## config.mk

```make
export PLATFORM = sky130hd
export DESIGN_NAME = dc_flat
export DESIGN_NICKNAME = d
export VERILOG_FILES = /design/src/rtl/dc_if.sv /design/src/rtl/dc.sv /design/src/flat_wrapper.sv
export SDC_FILE = /design/constraint.sdc
export NUM_CORES = 1
export LEC_CHECK = 0
export BUFFER_PORTS_ARGS = -buffer_cell sky130_fd_sc_hd__buf_2
export CAP_MARGIN = 20
export CELL_PAD_IN_SITES_DETAIL_PLACEMENT = 0
export CELL_PAD_IN_SITES_GLOBAL_PLACEMENT = 1
export CORE_ASPECT_RATIO = 1.4
export CORE_MARGIN = 10
export CORE_UTILIZATION = 37
export DETAILED_ROUTE_END_ITERATION = 10
export GPL_TIMING_DRIVEN = 0
export PLACE_DENSITY = 0.91
export SYNTH_ARGS = -nofsm -noshare
export SYNTH_HDL_FRONTEND = slang
export SYNTH_SLANG_ARGS = --single-unit
```

## constraint.sdc

```tcl
create_clock -name clk -period 3.52 [get_ports clk]
set_input_delay 0.176 -clock clk [delete_from_list [all_inputs] [get_ports clk]]
set_output_delay 0.176 -clock clk [all_outputs]
set_load 0.01 [all_outputs]
```

## src/rtl/dc_if.sv

```systemverilog
// Execute-to-DC and DC-to-MEM bus bundle, with the SRAM read-data return and the bypass tap.
// The master side drives the stage inputs and the slave modport is the DC stage itself.
interface dc_if #(
  parameter int EX_TO_DC_WD  = 76,
  parameter int DC_TO_MEM_WD = 70
);
  logic [EX_TO_DC_WD-1:0]  ex_to_dc_bus;
  logic [31:0]             data_sram_rdata;
  logic [DC_TO_MEM_WD-1:0] dc_to_mem_bus;
  logic                    dc_fwd_we;
  logic [4:0]              dc_fwd_waddr;
  logic [31:0]             dc_fwd_wdata;

  modport master (
    output ex_to_dc_bus,
    output data_sram_rdata,
    input  dc_to_mem_bus,
    input  dc_fwd_we,
    input  dc_fwd_waddr,
    input  dc_fwd_wdata
  );

  modport slave (
    input  ex_to_dc_bus,
    input  data_sram_rdata,
    output dc_to_mem_bus,
    output dc_fwd_we,
    output dc_fwd_waddr,
    output dc_fwd_wdata
  );
endinterface

```

## src/rtl/dc.sv

```systemverilog
// Data-cache-access pipeline stage: registers the EX bus, captures SRAM read data in the
// first DC cycle, holds it across stalls and selects load data or the ALU result.
module dc #(
  parameter int EX_TO_DC_WD  = 76,
  parameter int DC_TO_MEM_WD = 70
) (
  input  logic       clk,
  input  logic       rst,
  input  logic       flush,
  input  logic [5:0] stall,
  dc_if.slave        bus
);
  localparam logic STOP = 1'b1;

  logic [EX_TO_DC_WD-1:0] ex_r;
  logic                   first_cycle;
  logic [31:0]            rdata_hold;

  logic [31:0] pc;
  logic        sel_rf_res;
  logic        rf_we;
  logic [4:0]  rf_waddr;
  logic [31:0] alu_result;
  logic [31:0] load_data;
  logic [31:0] rf_wdata;
  logic        bubble;
  logic        unused_mem_ctl;

  assign bubble = (stall[4] == STOP) && (stall[5] != STOP);

  always_ff @(posedge clk) begin
    if (rst) begin
      ex_r        <= '0;
      first_cycle <= 1'b0;
      rdata_hold  <= '0;
    end else begin
      if (flush || bubble) begin
        ex_r        <= '0;
        first_cycle <= 1'b0;
      end else if (stall[4] != STOP) begin
        ex_r        <= bus.ex_to_dc_bus;
        first_cycle <= 1'b1;
      end else begin
        first_cycle <= 1'b0;
      end
      // SRAM data is only valid in the first DC cycle; keep it for any later stalled cycles
      if (first_cycle)
        rdata_hold <= bus.data_sram_rdata;
    end
  end

  assign pc         = ex_r[75:44];
  assign sel_rf_res = ex_r[38];
  assign rf_we      = ex_r[37];
  assign rf_waddr   = ex_r[36:32];
  assign alu_result = ex_r[31:0];

  // RAM enable/write-enable already acted on in EX; nothing left to do with them here
  assign unused_mem_ctl = ^ex_r[43:39];

  assign load_data = first_cycle ? bus.data_sram_rdata : rdata_hold;
  assign rf_wdata  = sel_rf_res ? load_data : alu_result;

  assign bus.dc_to_mem_bus = {pc, rf_we, rf_waddr, rf_wdata};
  assign bus.dc_fwd_we     = rf_we;
  assign bus.dc_fwd_waddr  = rf_waddr;
  assign bus.dc_fwd_wdata  = rf_wdata;
endmodule

```

## src/flat_wrapper.sv

```systemverilog
// flat-port wrapper written by rule: the top's interface ports become plain ports
module dc_flat 
#(
  parameter int EX_TO_DC_WD  = 76,
  parameter int DC_TO_MEM_WD = 70
)
  (clk, rst, flush, stall, bus_ex_to_dc_bus, bus_data_sram_rdata, bus_dc_to_mem_bus, bus_dc_fwd_we, bus_dc_fwd_waddr, bus_dc_fwd_wdata);
  dc_if #(.EX_TO_DC_WD(EX_TO_DC_WD), .DC_TO_MEM_WD(DC_TO_MEM_WD)) bus_i ();
  input  logic clk;
  input  logic rst;
  input  logic flush;
  input  logic [5:0] stall;
  input wire logic [$bits(bus_i.ex_to_dc_bus)-1:0] bus_ex_to_dc_bus;
  input wire logic [$bits(bus_i.data_sram_rdata)-1:0] bus_data_sram_rdata;
  output wire logic [$bits(bus_i.dc_to_mem_bus)-1:0] bus_dc_to_mem_bus;
  output wire logic [$bits(bus_i.dc_fwd_we)-1:0] bus_dc_fwd_we;
  output wire logic [$bits(bus_i.dc_fwd_waddr)-1:0] bus_dc_fwd_waddr;
  output wire logic [$bits(bus_i.dc_fwd_wdata)-1:0] bus_dc_fwd_wdata;
  assign bus_i.ex_to_dc_bus = bus_ex_to_dc_bus;
  assign bus_i.data_sram_rdata = bus_data_sram_rdata;
  assign bus_dc_to_mem_bus = bus_i.dc_to_mem_bus;
  assign bus_dc_fwd_we = bus_i.dc_fwd_we;
  assign bus_dc_fwd_waddr = bus_i.dc_fwd_waddr;
  assign bus_dc_fwd_wdata = bus_i.dc_fwd_wdata;
  dc #(.EX_TO_DC_WD(EX_TO_DC_WD), .DC_TO_MEM_WD(DC_TO_MEM_WD)) u_core (.clk(clk), .rst(rst), .flush(flush), .stall(stall), .bus(bus_i));
endmodule
```

## Word-level counts from Yosys, hierarchy flattened

Index checks and enable logic that the tools add are counted.

- Add/subtract/negate cells: 0
- Multipliers: 0
- Div/mod/pow operators: 0
- $lt $le $gt $ge: 0
- Equal/unequal tests: 0
- Shifts and indexed selects: 0
- Muxes and demuxes: 3
- Bitwise operators: 1
- Reductions and logical operators: 3

Operators by type and width:

| cell | number |
|---|---|
| two-way mux 32 bit | 2 |
| OR reduction 2 bit | 1 |
| logical AND 1 bit | 1 |
| logical OR 1 bit | 1 |
| two-way mux 1 bit | 1 |
| NOT 1 bit | 1 |

- Register bits after elaboration: 109
- Latch bits: 0
- Memory bits (writable): 0
- Bits in read-only memories: 0
- Output and inout bits: 108
- Word-level logic and storage cells: 10
- Memories kept: 0

## Longest topological paths before layout

- Depth after elaboration: 4
- Depth in mapped cells: 5
- Gate-level depth less buffers: 2

## Worst setup path after synthesis

Ideal clock, no wire load.

- Path type: flip-flop to output port
- Start: register u_core.ex_r[38]
- End: output bus_dc_to_mem_bus[13]
- Arrival time: 1235 ps
- Required time: 3344 ps
- Path slack: 2109 ps
- Cell stages (with the launch flop): 6
- Path buffers: 3
- Cells stage by stage: dfxtp_1 buf_2 clkbuf_1 nor2_1 a21oi_1 buf_4

- Cells in the longest elaborated chain, start to end: 1

RTL lines:

| what | line | RTL |
|---|---|---|
| from (decl) | dc.sv:15 | `logic [EX_TO_DC_WD-1:0] ex_r;` |
| from (signal assigned) | dc.sv:41 | `ex_r <= bus.ex_to_dc_bus;` |
| two-way mux 32 bit | dc.sv:62 | `assign rf_wdata = sel_rf_res ? load_data : alu_result;` |
| to (decl) | flat_wrapper.sv:15 | `output wire logic [$bits(bus_i.dc_to_mem_bus)-1:0] bus_dc_to_mem_bus;` |

No other way between the ends.

## Worst setup path in the final report

- Start: register u_core.ex_r[38]
- End: output bus_dc_to_mem_bus[24]

The elaborated chain is that of the path after synthesis.

==> impl_metrics.yaml <==
yosys:
  synth_xor_area_share_pct: 0
  ys_ff_latch: 104
  synthMuxAreaShare_pct: 6.23
  syn_avg_cell_area_sq_um: 9.03
  ys_warn_count: 0
  synthAdderAreaFrac_pct: 0
  synth_compound_area_share_pct: 15.1
  postSynthCellCount: 569
  ys_types: 15
  synth_top_family_by_area: "simple AND/OR/NAND/NOR gates"
  synth-simple-area-share_pct: 20.5
  syn_area_sq_um: 5140
  ys_seq_area_share_pct: 40.5
  synth_nets: 686
die:
  initial_core_util_pct: 38.0
  ioPinCount: 225
  num_rows: 50
  core_area_sq_um: 13500
  dieWidth_microns: 120
  die_y_microns: 159
  fp.dieArea_sq_um: 19100
setup_path:
  path_buf_inv: 4
  slowest_delay_ns: 0.42
  crit_arrival_ns: 1.96
  end_kind: "output pin"
  path_class: "flop to output pin"
  crit_family: "buffers and inverters"
  cp.required_ns: 3.34
  startpoint_type: "flop"
  worst_path_most_repeated_cell: "buf_2"
  crit_fanout: 10
  crit_slowest_cell: "clkbuf_1"
  crit_chain: "buf_2, clkbuf_1, nor2_1, a21oi_1, buf_4, buf_2"
clock_tree:
  cts_resized: 0
  ctsHoldBuffers: 0
  ctsRootBufferMaster: "clkbuf_16"
  clk_pin_slew_ns: 0.07
  cts_tree: "done"
  cts_buffers: 9
  postCtsSetupBuffers: 0
  cts_buffer_depth: 2
  clock-sinks: 104
  cts_max_level: 3
  clock_latency_ns: 0.33
layout:
  syn_to_final_growth_pct: 31.3
  fin_nets: 909
  fill_cells: 1391
  drive_gt1_share_pct: 49.7
  antenna-diode-count: 0
  final_area_sq_um: 6750
  layout_commonest_cell: "buf_2"
  layout_common_cells: "223 x buf_2, 104 x dfxtp_1, 79 x buf_4"
global_route:
  grt_remaining_overflow: 0
  grt_pass1_vias: 4579
  grt_first_pass_wirelength_microns: 23800
  grt_max_degree: 17
  grt_usage_pct: 15.1
  grt_antenna_before_repair: 1
timing:
  max_freq_mhz: 467
  setup_viol: 0
  setup_tns_ns: 0
  slew_violations: 0
  worst_pin_slew_ns: 0.497
  min_period_ns: 2.14
  max_slew_margin_pct: 66.9
  rsz0062_at_grt: "no"
  skew_ns: 0.00579
  timing.final.hold_violations: 0
  fin_crit_sh_pct: 60.8
detailed_routing:
  vias: 4345
  wl_per_cell_microns: 15.1
  drt_first_pass_iters: 4
  drt-initial-drc-count: 123
  ant_nets: 0
  wirelength_microns: 14700
  vias_per_cell: 4.44
  drc: 0
power:
  leakage_nw: 3.07
  vdd_drop_max_mv: 0.193
  p_per_area_nw_per_um2: 403
placement:
  portBuffers: 212
  place_congestion: 0.763
  detailed_place_hpwl_microns: 11700
  place_area_sq_um: 6430
run_status:
  status: "finished, final reports clean"
flow_run:
  drv_cap: 0
worst_hold_path:
  hold_path_class: "input port to flop"
-- synth_stat cells, drive strengths merged --
cell type	instances	area [sq um]
a21oi	103	774
buf	106	846
clkbuf	16	60.1
dfxtp	104	2080
mux2i	32	320
nand2b	71	444
nand3	71	355
nor2	65	246
or2	1	8.76
-- metal layers --
layer  track usage [%]  share of wire (%)  wire length [microns]  vias up
met4              4.13                1.3                    198        0
met3              5.10                7.1                   1040       16
li1                  -                  -                      -     2256
met5                 0                  0                      0        -
met2              26.7                 51                   7500      129
met1              16.8                 41                   6000     1944
-- registers in the layout, indices dropped and copies added, names as in the netlist --
name / count
u_core.ex_r: 71
u_core.rdata_hold: 32
u_core.first_cycle: 1
-- final timing paths --
check	start	endpoint	slack, ns	cells after the start
max	u_core.ex_r[38]$_SDFFE_PP0N_	bus_dc_to_mem_bus[24]	1.38	6
min	rst	u_core.rdata_hold[0]$_SDFF_PP0_	0.04	2
max reg2reg	u_core.first_cycle$_SDFF_PP0_	u_core.rdata_hold[6]$_SDFF_PP0_	2.30	4
min reg2reg	u_core.ex_r[63]$_SDFFE_PP0N_	u_core.ex_r[63]$_SDFFE_PP0N_	0.48	2
-- area by class of cell --
| class | count | area (sq um) | share of cell area, % |
|---|---|---|---|
| Tap cell | 182 | 228 | 3.38 |
| Clock buffer | 11 | 243 | 3.60 |
| Multi-Input combinational cell | 343 | 2150 | 31.9 |
| Timing Repair Buffer | 212 | 1060 | 15.7 |
| Buffer | 122 | 906 | 13.4 |
| Sequential cell | 104 | 2080 | 30.9 |
| Clock inverter | 4 | 77.6 | 1.15 |
-- worst register-to-register path, stage by stage, from the launching register on --
cell and delay [ns]:
dfxtp_1 0.30, buf_2 0.21, buf_4 0.26, mux2i_1 0.28, nor2_1 0.06
-- cells by family after synthesis --
kind of cell | Yosys count
AOI/OAI and AO/OA | 103
DFF | 104
muxes | 32
and+or+nand+nor | 208
buffers and inverters | 122
-- metrics by stage --
| step | hold slack [ns] | setup WS (ns) | instances | total power, mW | util, % |
|---|---|---|---|---|---|
| finish | 0.0370 | 1.38 | 978 | 2.72 | 49.9 |
| global route | 0.0383 | 1.10 | 978 | 2.85 | 49.9 |
| CTS | 0.0346 | 1.32 | 978 | 2.76 | 49.9 |
| detailed placement | 0.395 | 1.69 | 963 | 1.68 | 47.6 |
| global placement | 0.391 | 1.65 | 963 | 1.67 | 47.6 |
| floorplan | 0.325 | 2.11 | 569 | 1.52 | - |
-- report_power, final --
group | internal, mW | switching [mW] | total, mW
Sequential | 1.21 | 0.0155 | 1.23
Clock | 0.643 | 0.434 | 1.08
Combinational | 0.202 | 0.212 | 0.414
(Power assumes the default switching activity.)
